===== src/rtl/cache_arb_pkg.sv =====
// ---------------------------------------------------------------------------
// cache_arb_pkg
// Shared types and constants for the cache port arbiter and its helpers.
//   arb_state_t  : arbiter FSM state encoding
//   cache_req_t  : one latched core-side request (addr, wdata, we, be)
//   PORT_IFETCH / PORT_DATA : conventional requester port indices
//   wrap_inc()   : cyclic increment of a port index
// ---------------------------------------------------------------------------
package cache_arb_pkg;

  typedef enum logic [1:0] {
    IDLE     = 2'b00,
    REQ      = 2'b01,
    WAIT_RSP = 2'b10
  } arb_state_t;

  typedef struct packed {
    logic [31:0] addr;
    logic [31:0] wdata;
    logic        we;
    logic [3:0]  be;
  } cache_req_t;

  localparam int PORT_IFETCH = 0;
  localparam int PORT_DATA   = 1;

  // Next port index after idx, wrapping to 0 after n-1.
  function automatic int wrap_inc(input int idx, input int n);
    return (idx >= n - 1) ? 0 : idx + 1;
  endfunction

endpackage


===== src/rtl/rr_select.sv =====
// ---------------------------------------------------------------------------
// rr_select
// Combinational round-robin selector: picks the first asserted request at or
// after ptr, searching cyclically.
//   req    : request vector, one bit per port
//   ptr    : highest-priority port index for this search
//   valid  : at least one request is asserted
//   winner : index of the selected port (0 when valid is low)
// ---------------------------------------------------------------------------
module rr_select #(
  parameter int NUM_PORTS = 2,
  parameter int IDX_W     = 1
) (
  input  logic [NUM_PORTS-1:0] req,
  input  logic [IDX_W-1:0]     ptr,
  output logic                 valid,
  output logic [IDX_W-1:0]     winner
);

  logic [IDX_W-1:0] idx;

  // Walk offsets from the far end back towards ptr so that the requester
  // with the smallest cyclic distance from ptr is the last one written.
  always_comb begin
    valid  = 1'b0;
    winner = '0;
    idx    = '0;
    for (int off = NUM_PORTS - 1; off >= 0; off--) begin
      idx    = IDX_W'((int'(ptr) + off) % NUM_PORTS);
      winner = req[idx] ? idx : winner;
      valid  = valid | req[idx];
    end
  end

endmodule


===== src/rtl/cache_port_arbiter.sv =====
// ---------------------------------------------------------------------------
// cache_port_arbiter
// Shares one cache core-side port (req/gnt/rvalid protocol) between
// NUM_PORTS requesters with round-robin selection and a single outstanding
// transaction.
//   clk, reset (async, active-high)
//   req_i/addr_i/wdata_i/we_i/be_i : per-port requests, port p at slice p
//   gnt_o/rvalid_o/error_o         : per-port handshake, owner port only
//   rdata_o                        : shared read data, qualify with rvalid_o
//   cache_req_o..cache_be_o        : latched request towards the cache
//   cache_gnt_i/rvalid_i/error_i/rdata_i : cache responses
// ---------------------------------------------------------------------------
module cache_port_arbiter
  import cache_arb_pkg::*;
#(
  parameter int NUM_PORTS = 2,
  parameter int IDX_W     = (NUM_PORTS > 1) ? $clog2(NUM_PORTS) : 1
) (
  input  logic                   clk,
  input  logic                   reset,
  input  logic [NUM_PORTS-1:0]    req_i,
  input  logic [NUM_PORTS*32-1:0] addr_i,
  input  logic [NUM_PORTS*32-1:0] wdata_i,
  input  logic [NUM_PORTS-1:0]    we_i,
  input  logic [NUM_PORTS*4-1:0]  be_i,
  output logic [NUM_PORTS-1:0]    gnt_o,
  output logic [NUM_PORTS-1:0]    rvalid_o,
  output logic [31:0]             rdata_o,
  output logic [NUM_PORTS-1:0]    error_o,
  output logic                    cache_req_o,
  output logic [31:0]             cache_addr_o,
  output logic [31:0]             cache_wdata_o,
  output logic                    cache_we_o,
  output logic [3:0]              cache_be_o,
  input  logic                    cache_gnt_i,
  input  logic                    cache_rvalid_i,
  input  logic                    cache_error_i,
  input  logic [31:0]             cache_rdata_i
);

  arb_state_t           state;
  logic [IDX_W-1:0]     owner;
  logic [IDX_W-1:0]     rr_ptr;
  cache_req_t           req_q;

  logic                 sel_valid;
  logic [IDX_W-1:0]     sel_winner;
  logic [NUM_PORTS-1:0] owner_mask;
  logic                 accept;
  logic                 complete;

  rr_select #(
    .NUM_PORTS (NUM_PORTS),
    .IDX_W     (IDX_W)
  ) u_rr_select (
    .req    (req_i),
    .ptr    (rr_ptr),
    .valid  (sel_valid),
    .winner (sel_winner)
  );

  assign owner_mask = {{(NUM_PORTS-1){1'b0}}, 1'b1} << owner;

  // A grant only counts while the request is on the bus; a response only
  // counts once the transaction has been (or is being) granted. Everything
  // else from the cache is stray and ignored.
  assign accept   = (state == REQ) && cache_gnt_i;
  assign complete = cache_rvalid_i && ((state == WAIT_RSP) || accept);

  assign gnt_o    = accept ? owner_mask : {NUM_PORTS{1'b0}};
  assign rvalid_o = complete ? owner_mask : {NUM_PORTS{1'b0}};
  assign error_o  = (complete && cache_error_i) ? owner_mask : {NUM_PORTS{1'b0}};
  assign rdata_o  = cache_rdata_i;

  // The cache sees only the latched copy, so requester changes after
  // selection cannot disturb the issued transaction.
  assign cache_req_o   = (state == REQ);
  assign cache_addr_o  = req_q.addr;
  assign cache_wdata_o = req_q.wdata;
  assign cache_we_o    = req_q.we;
  assign cache_be_o    = req_q.be;

  // Arbitration FSM: select and latch in IDLE, present in REQ, await response
  // in WAIT_RSP; the round-robin pointer moves only on completion.
  always_ff @(posedge clk or posedge reset) begin
    if (reset) begin
      state  <= IDLE;
      owner  <= '0;
      rr_ptr <= '0;
      req_q  <= '0;
    end else begin
      case (state)
        IDLE: begin
          if (sel_valid) begin
            owner       <= sel_winner;
            req_q.addr  <= addr_i[int'(sel_winner)*32 +: 32];
            req_q.wdata <= wdata_i[int'(sel_winner)*32 +: 32];
            req_q.we    <= we_i[sel_winner];
            req_q.be    <= be_i[int'(sel_winner)*4 +: 4];
            state       <= REQ;
          end
        end
        REQ: begin
          if (cache_gnt_i) begin
            if (cache_rvalid_i) begin
              rr_ptr <= IDX_W'(wrap_inc(int'(owner), NUM_PORTS));
              state  <= IDLE;
            end else begin
              state  <= WAIT_RSP;
            end
          end
        end
        WAIT_RSP: begin
          if (cache_rvalid_i) begin
            rr_ptr <= IDX_W'(wrap_inc(int'(owner), NUM_PORTS));
            state  <= IDLE;
          end
        end
        default: begin
          state <= IDLE;
        end
      endcase
    end
  end

endmodule


===== config.mk =====
export PLATFORM = sky130hd
export DESIGN_NAME = cache_port_arbiter
export DESIGN_NICKNAME = d
export VERILOG_FILES = /design/src/rtl/cache_arb_pkg.sv /design/src/rtl/rr_select.sv /design/src/rtl/cache_port_arbiter.sv
export SDC_FILE = /design/constraint.sdc
export NUM_CORES = 1
export LEC_CHECK = 0
export CORE_MARGIN = 1.5
export CORE_UTILIZATION = 33
export CTS_CLUSTER_SIZE = 12
export DETAILED_ROUTE_END_ITERATION = 10
export GPL_ROUTABILITY_DRIVEN = 0
export HOLD_SLACK_MARGIN = 0.1
export PLACE_DENSITY_LB_ADDON = 0.08
export REMOVE_ABC_BUFFERS = 1
export SLEW_MARGIN = 5
export SYNTH_ARGS = -nofsm -noshare
export SYNTH_HDL_FRONTEND = slang
export SYNTH_SLANG_ARGS = --single-unit
export TNS_END_PERCENT = 10

===== constraint.sdc =====
create_clock -name clk -period 5.9 [get_ports clk]
set_clock_uncertainty 0.05 [all_clocks]
set_input_delay 0.59 -clock clk [delete_from_list [all_inputs] [get_ports clk]]
set_output_delay 0.59 -clock clk [all_outputs]
set_load 0.005 [all_outputs]

# Yosys cells after proc, flatten, opt, wreduce, memory -nomap -nowiden
# Cells that the tools add are included.
word_totals:
  reg_bits: 73
  latchBits: 0
  ram_bits: 0
  mem_bits_ro: 0
  in_bits: 177
  out_inout_bits: 108
  mem_count: 0
classes:
  n_addsub: 2
  n_mul: 0
  n_div: 0
  order_cmp: 4
  eq_ne: 5
  n_shift: 4
  n_mux: 20
  bitwise: 1
  reduce_logical: 9
ops:
  columns: ["cell", "count"]
  rows:
  - ["$shiftx A64 B7 Y32", 2]
  - ["$mux W2", 7]
  - ["$mux W1", 11]
  - ["$shiftx A8 B4 Y4", 1]
  - ["$lt A1 B2 Y1 const B", 3]
  - ["$pmux W2 S3", 1]
  - ["$ne A2 B2 Y1 const B", 2]
  - ["$reduce_and A2 Y1", 2]
  - ["$logic_and A1 B1 Y1", 3]
  - ["$reduce_and A3 Y1", 1]
  - ["$add A1 B1 Y1 const B", 2]
  - ["$eq A2 B1 Y1 const B", 1]
  - ["$eq A2 B2 Y1 const B", 1]
  - ["$logic_not A2 Y1", 1]
  - ["$ne A2 B1 Y1 const B", 1]
  - ["$pmux W1 S2", 1]
  - ["$reduce_bool A2 Y1", 1]
  - ["$shl A1 B1 Y2 const A", 1]
  - ["$ge A1 B1 Y1 const B", 1]
  - ["$logic_or A1 B1 Y1", 1]
  - ["$or A1 B1 Y1", 1]

# Logic depth before layout (Yosys ltp)
depth:
  ltp_word: 7
  mapped_depth: 7
  depth_no_buf: 3

# Modules after synthesis
# Synthesis repeated with hierarchy kept, for this count alone.
hier_totals:
  hier_cells: 361
  hier_area_um2: 3648.5
modules_own_cells:
  columns: ["module", "instances", "cells_per_inst", "area_per_inst_um2"]
  rows:
  - ["cache_port_arbiter", 1, 358, 3631.0]
  - ["rr_select", 1, 3, 17.5]

# Worst setup path before layout
# Ideal clock, no wire load.
synth_path:
  kind: "in2out"
  start: "input cache_gnt_i"
  end: "output error_o[0]"
  arrival_time_ps: 1170
  required_time_ps: 5260
  path_slack_ps: 4090
  cell_stages: 3
  n_path_buf: 0
  cell_sequence: "and3b_1 o21ai_0 nor3b_1"
synth_between:
  elab_chain_cells: 5
synth_rtl:
  columns: ["element", "line_no", "rtl"]
  rows:
  - ["from (decl)", "cache_port_arbiter.sv:35", "input logic cache_gnt_i,"]
  - ["$logic_and A1 B1 Y1", "cache_port_arbiter.sv:67", "assign accept = (state == REQ) && cache_gnt_i;"]
  - ["$logic_or A1 B1 Y1", "cache_port_arbiter.sv:68", "assign complete = cache_rvalid_i && ((state == WAIT_RSP) || accept);"]
  - ["$logic_and A1 B1 Y1", "cache_port_arbiter.sv:68", null]
  - ["$logic_and A1 B1 Y1", "cache_port_arbiter.sv:72", "assign error_o = (complete && cache_error_i) ? owner_mask : {NUM_PORTS{1'b0}};"]
  - ["$mux W2", "cache_port_arbiter.sv:72", null]
  - ["to (decl)", "cache_port_arbiter.sv:29", "output logic [NUM_PORTS-1:0] error_o,"]
# Every way passes these cells.

# Final worst setup path
# Same ends and word-level chain as after synthesis.

==> flow_summary.json <==
{
  "drtIter0Drc": 394,
  "h-tree-depth": 3,
  "grt_overflow_total": 0,
  "fin_cells": 774,
  "tns_ps": 0,
  "worst_setup_path_start_kind": "primary input",
  "die-area_um2": 12800,
  "cts_tree": "done",
  "detailed_place_hpwl_um": 10000,
  "drive_gt1_share_pct": 6.54,
  "grt_pass1_wl_um": 24200,
  "cts-root-buf": "clkbuf_16",
  "path_max_fanout": 4,
  "netlist_instances": 467,
  "start_util_pct": 33.6,
  "p_per_area_nw_per_um2": 450,
  "dpl_worst_slack_ps": 3030,
  "final_max_slew_viol_count": 0,
  "peakVddDrop_mv": 0.251,
  "p_leak_nw": 2.34,
  "postRouteAntennaNets": 0,
  "nFillCells": 1150,
  "rsz0062_at_grt": "no",
  "final_util_pct": 52.6,
  "path_class": "in -> out",
  "postLayoutSetupSlackWorst_ps": 3030,
  "yosys_warnings": 0,
  "status": "finished, final reports clean",
  "io_buffers": 220,
  "dieWidth_um": 113,
  "dp_cells": 758,
  "postSynthAreaPerCell_um2": 8.60,
  "gr-usage-all-layers_pct": 24.2,
  "clockBufferDepth": 2,
  "core_area_um2": 12000,
  "io_pins": 285,
  "ys_seq_area_share_pct": 45.5,
  "tightest_slew_ps": 1160,
  "synthToLayoutAreaGrowth_pct": 56.6,
  "seqCellArea_um2": 1830,
  "synth_cell_types": 28,
  "maxCapViolCount": 0,
  "clkSlewWorstSetupHoldPaths_ps": 60,
  "fmax_mhz": 349,
  "diodes": 0,
  "cts_setup_buffers": 0,
  "worstPathArrival_ps": 2230,
  "period_share_pct": 48.6,
  "hold_slack_ps": 499,
  "grt_pass1_vias": 4371,
  "vias": 4424,
  "hold_viol": 0,
  "synth_seq_cells": 73,
  "ctsResizeCount": 0,
  "wl_um": 15800,
  "cts_hold_buffers": 0,
  "hold_class": "reg -> reg",
  "worstPathRequired_ps": 5260,
  "grt_max_degree": 74,
  "finalCriticalPeriod_ps": 2870,
  "wl_per_cell_um": 20.4,
  "avgViaCountPerCell": 5.72,
  "dr.pass1.iters": 5,
  "die_height_um": 113,
  "setup_violations": 0,
  "num_rows": 40,
  "drcViolationCount": 0,
  "clkLatencyLatePin_ps": 330,
  "multi_input_area_um2": 1700,
  "final_cell_mix": "clkdlybuf4s50_1, dfrtp_1, nand3_1",
  "nets": 799,
  "layout_commonest_cell": "clkdlybuf4s50_1",
  "slew_headroom_pct": 22.6,
  "cts_sinks": 73,
  "cts_made_buffers": 9,
  "antenna_found_initial": 0,
  "worstSetupEndpointType": "output port",
  "synth_area_um2": 4020
}
-- flip-flops by register name, summed over array words and instances, names as in the netlist --
register and flops:
cache_addr_o 32, cache_wdata_o 32, cache_be_o 4, cache_we_o 1, rr_ptr 1, state 2
owner 1
-- metrics by stage --
stage                     cell area [um2]  power, mW
after floorplan                      3520       1.46
after detailed placement             5980       2.27
after global routing                 6290       3.03
after CTS                            6290       2.85
final                                6290       2.83
after global placement               5980       2.25
-- Yosys cell counts --
cell type | number | area [um2]
dfrtp_1 | 73 | 1830
nand3_1 | 70 | 350
a31oi_1 | 69 | 432
o21ai_0 | 69 | 345
a21oi_1 | 59 | 295
buf_4 | 32 | 240
buf_2 | 25 | 125
clkbuf_1 | 21 | 78.8
a21oi_2 | 10 | 87.6
nor2_1 | 8 | 30.0
buf_6 | 3 | 33.8
clkbuf_2 | 3 | 15.0
inv_1 | 3 | 11.3
nor2b_1 | 3 | 18.8
and2_1 | 2 | 12.5
nand2_1 | 2 | 7.51
nand2b_1 | 2 | 12.5
o21ai_1 | 2 | 10.0
o22ai_1 | 2 | 12.5
a211oi_1 | 1 | 7.51
and3b_1 | 1 | 8.76
inv_2 | 1 | 3.75
mux2i_1 | 1 | 10.0
nor2_2 | 1 | 6.26
nor2b_4 | 1 | 13.8
nor3b_1 | 1 | 7.51
or2_1 | 1 | 6.26
or2_2 | 1 | 6.26
-- metal layers --
layer	vias to the layer above	wire length, um	global-route usage (%)
met5	-	0	3.53
met4	0	331	9.08
met3	23	1540	9.05
met2	251	6860	35.8
met1	2157	7090	31.8
li1	1993	-	-
-- critical path, cell delays in order --
cell and delay [ps]:
clkdlybuf4s50_1 490, and3b_1 210, o21ai_0 180, nor3b_1 230, clkdlybuf4s50_1 530
-- final timing paths --
kind | cells after the start | startpoint | slack (ps) | end
worst max register to register | 4 | state[0] | 3590 | cache_wdata_o[25]
max in group asynchronous | 3 | reset | 4290 | state[1]
min in group asynchronous | 3 | reset | 810 | cache_wdata_o[0]
worst min-delay path | 2 | cache_wdata_o[13] | 500 | cache_wdata_o[13]
worst max-delay path | 5 | cache_gnt_i | 3030 | error_o[0]
worst min register to register | 2 | cache_wdata_o[13] | 500 | cache_wdata_o[13]
-- cell type report --
cell class / count / share of cell area [%]
inverters: 4 / 0.259
repair buffers: 228 / 35.9
flip-flops and latches: 73 / 29.0
well taps: 147 / 2.92
multi-input cells: 306 / 27.0
clock buffers: 14 / 4.36
clock inverters: 2 / 0.557
-- cells by family (layout without fill, tap and decap cells) --
| group | after synthesis | in the layout | synth area share, % |
|---|---|---|---|
| AO/OA/AOI/OAI | 212 | 212 | 29.6 |
| AND/OR/NAND/NOR | 93 | 93 | 12.0 |
| buffers and inverters | 88 | 248 | 12.7 |
| flip-flops | 73 | 73 | 45.5 |
| multiplexers | 1 | 1 | 0.249 |
-- power breakdown --
| part | internal, mW | switching [mW] | leakage (nW) |
|---|---|---|---|
| Combinational | 0.729 | 0.624 | 1.37 |
| Sequential | 0.755 | 0.157 | 0.820 |
| Clock | 0.362 | 0.204 | 0.153 |
Note: power is estimated with default switching activity, not from simulation.
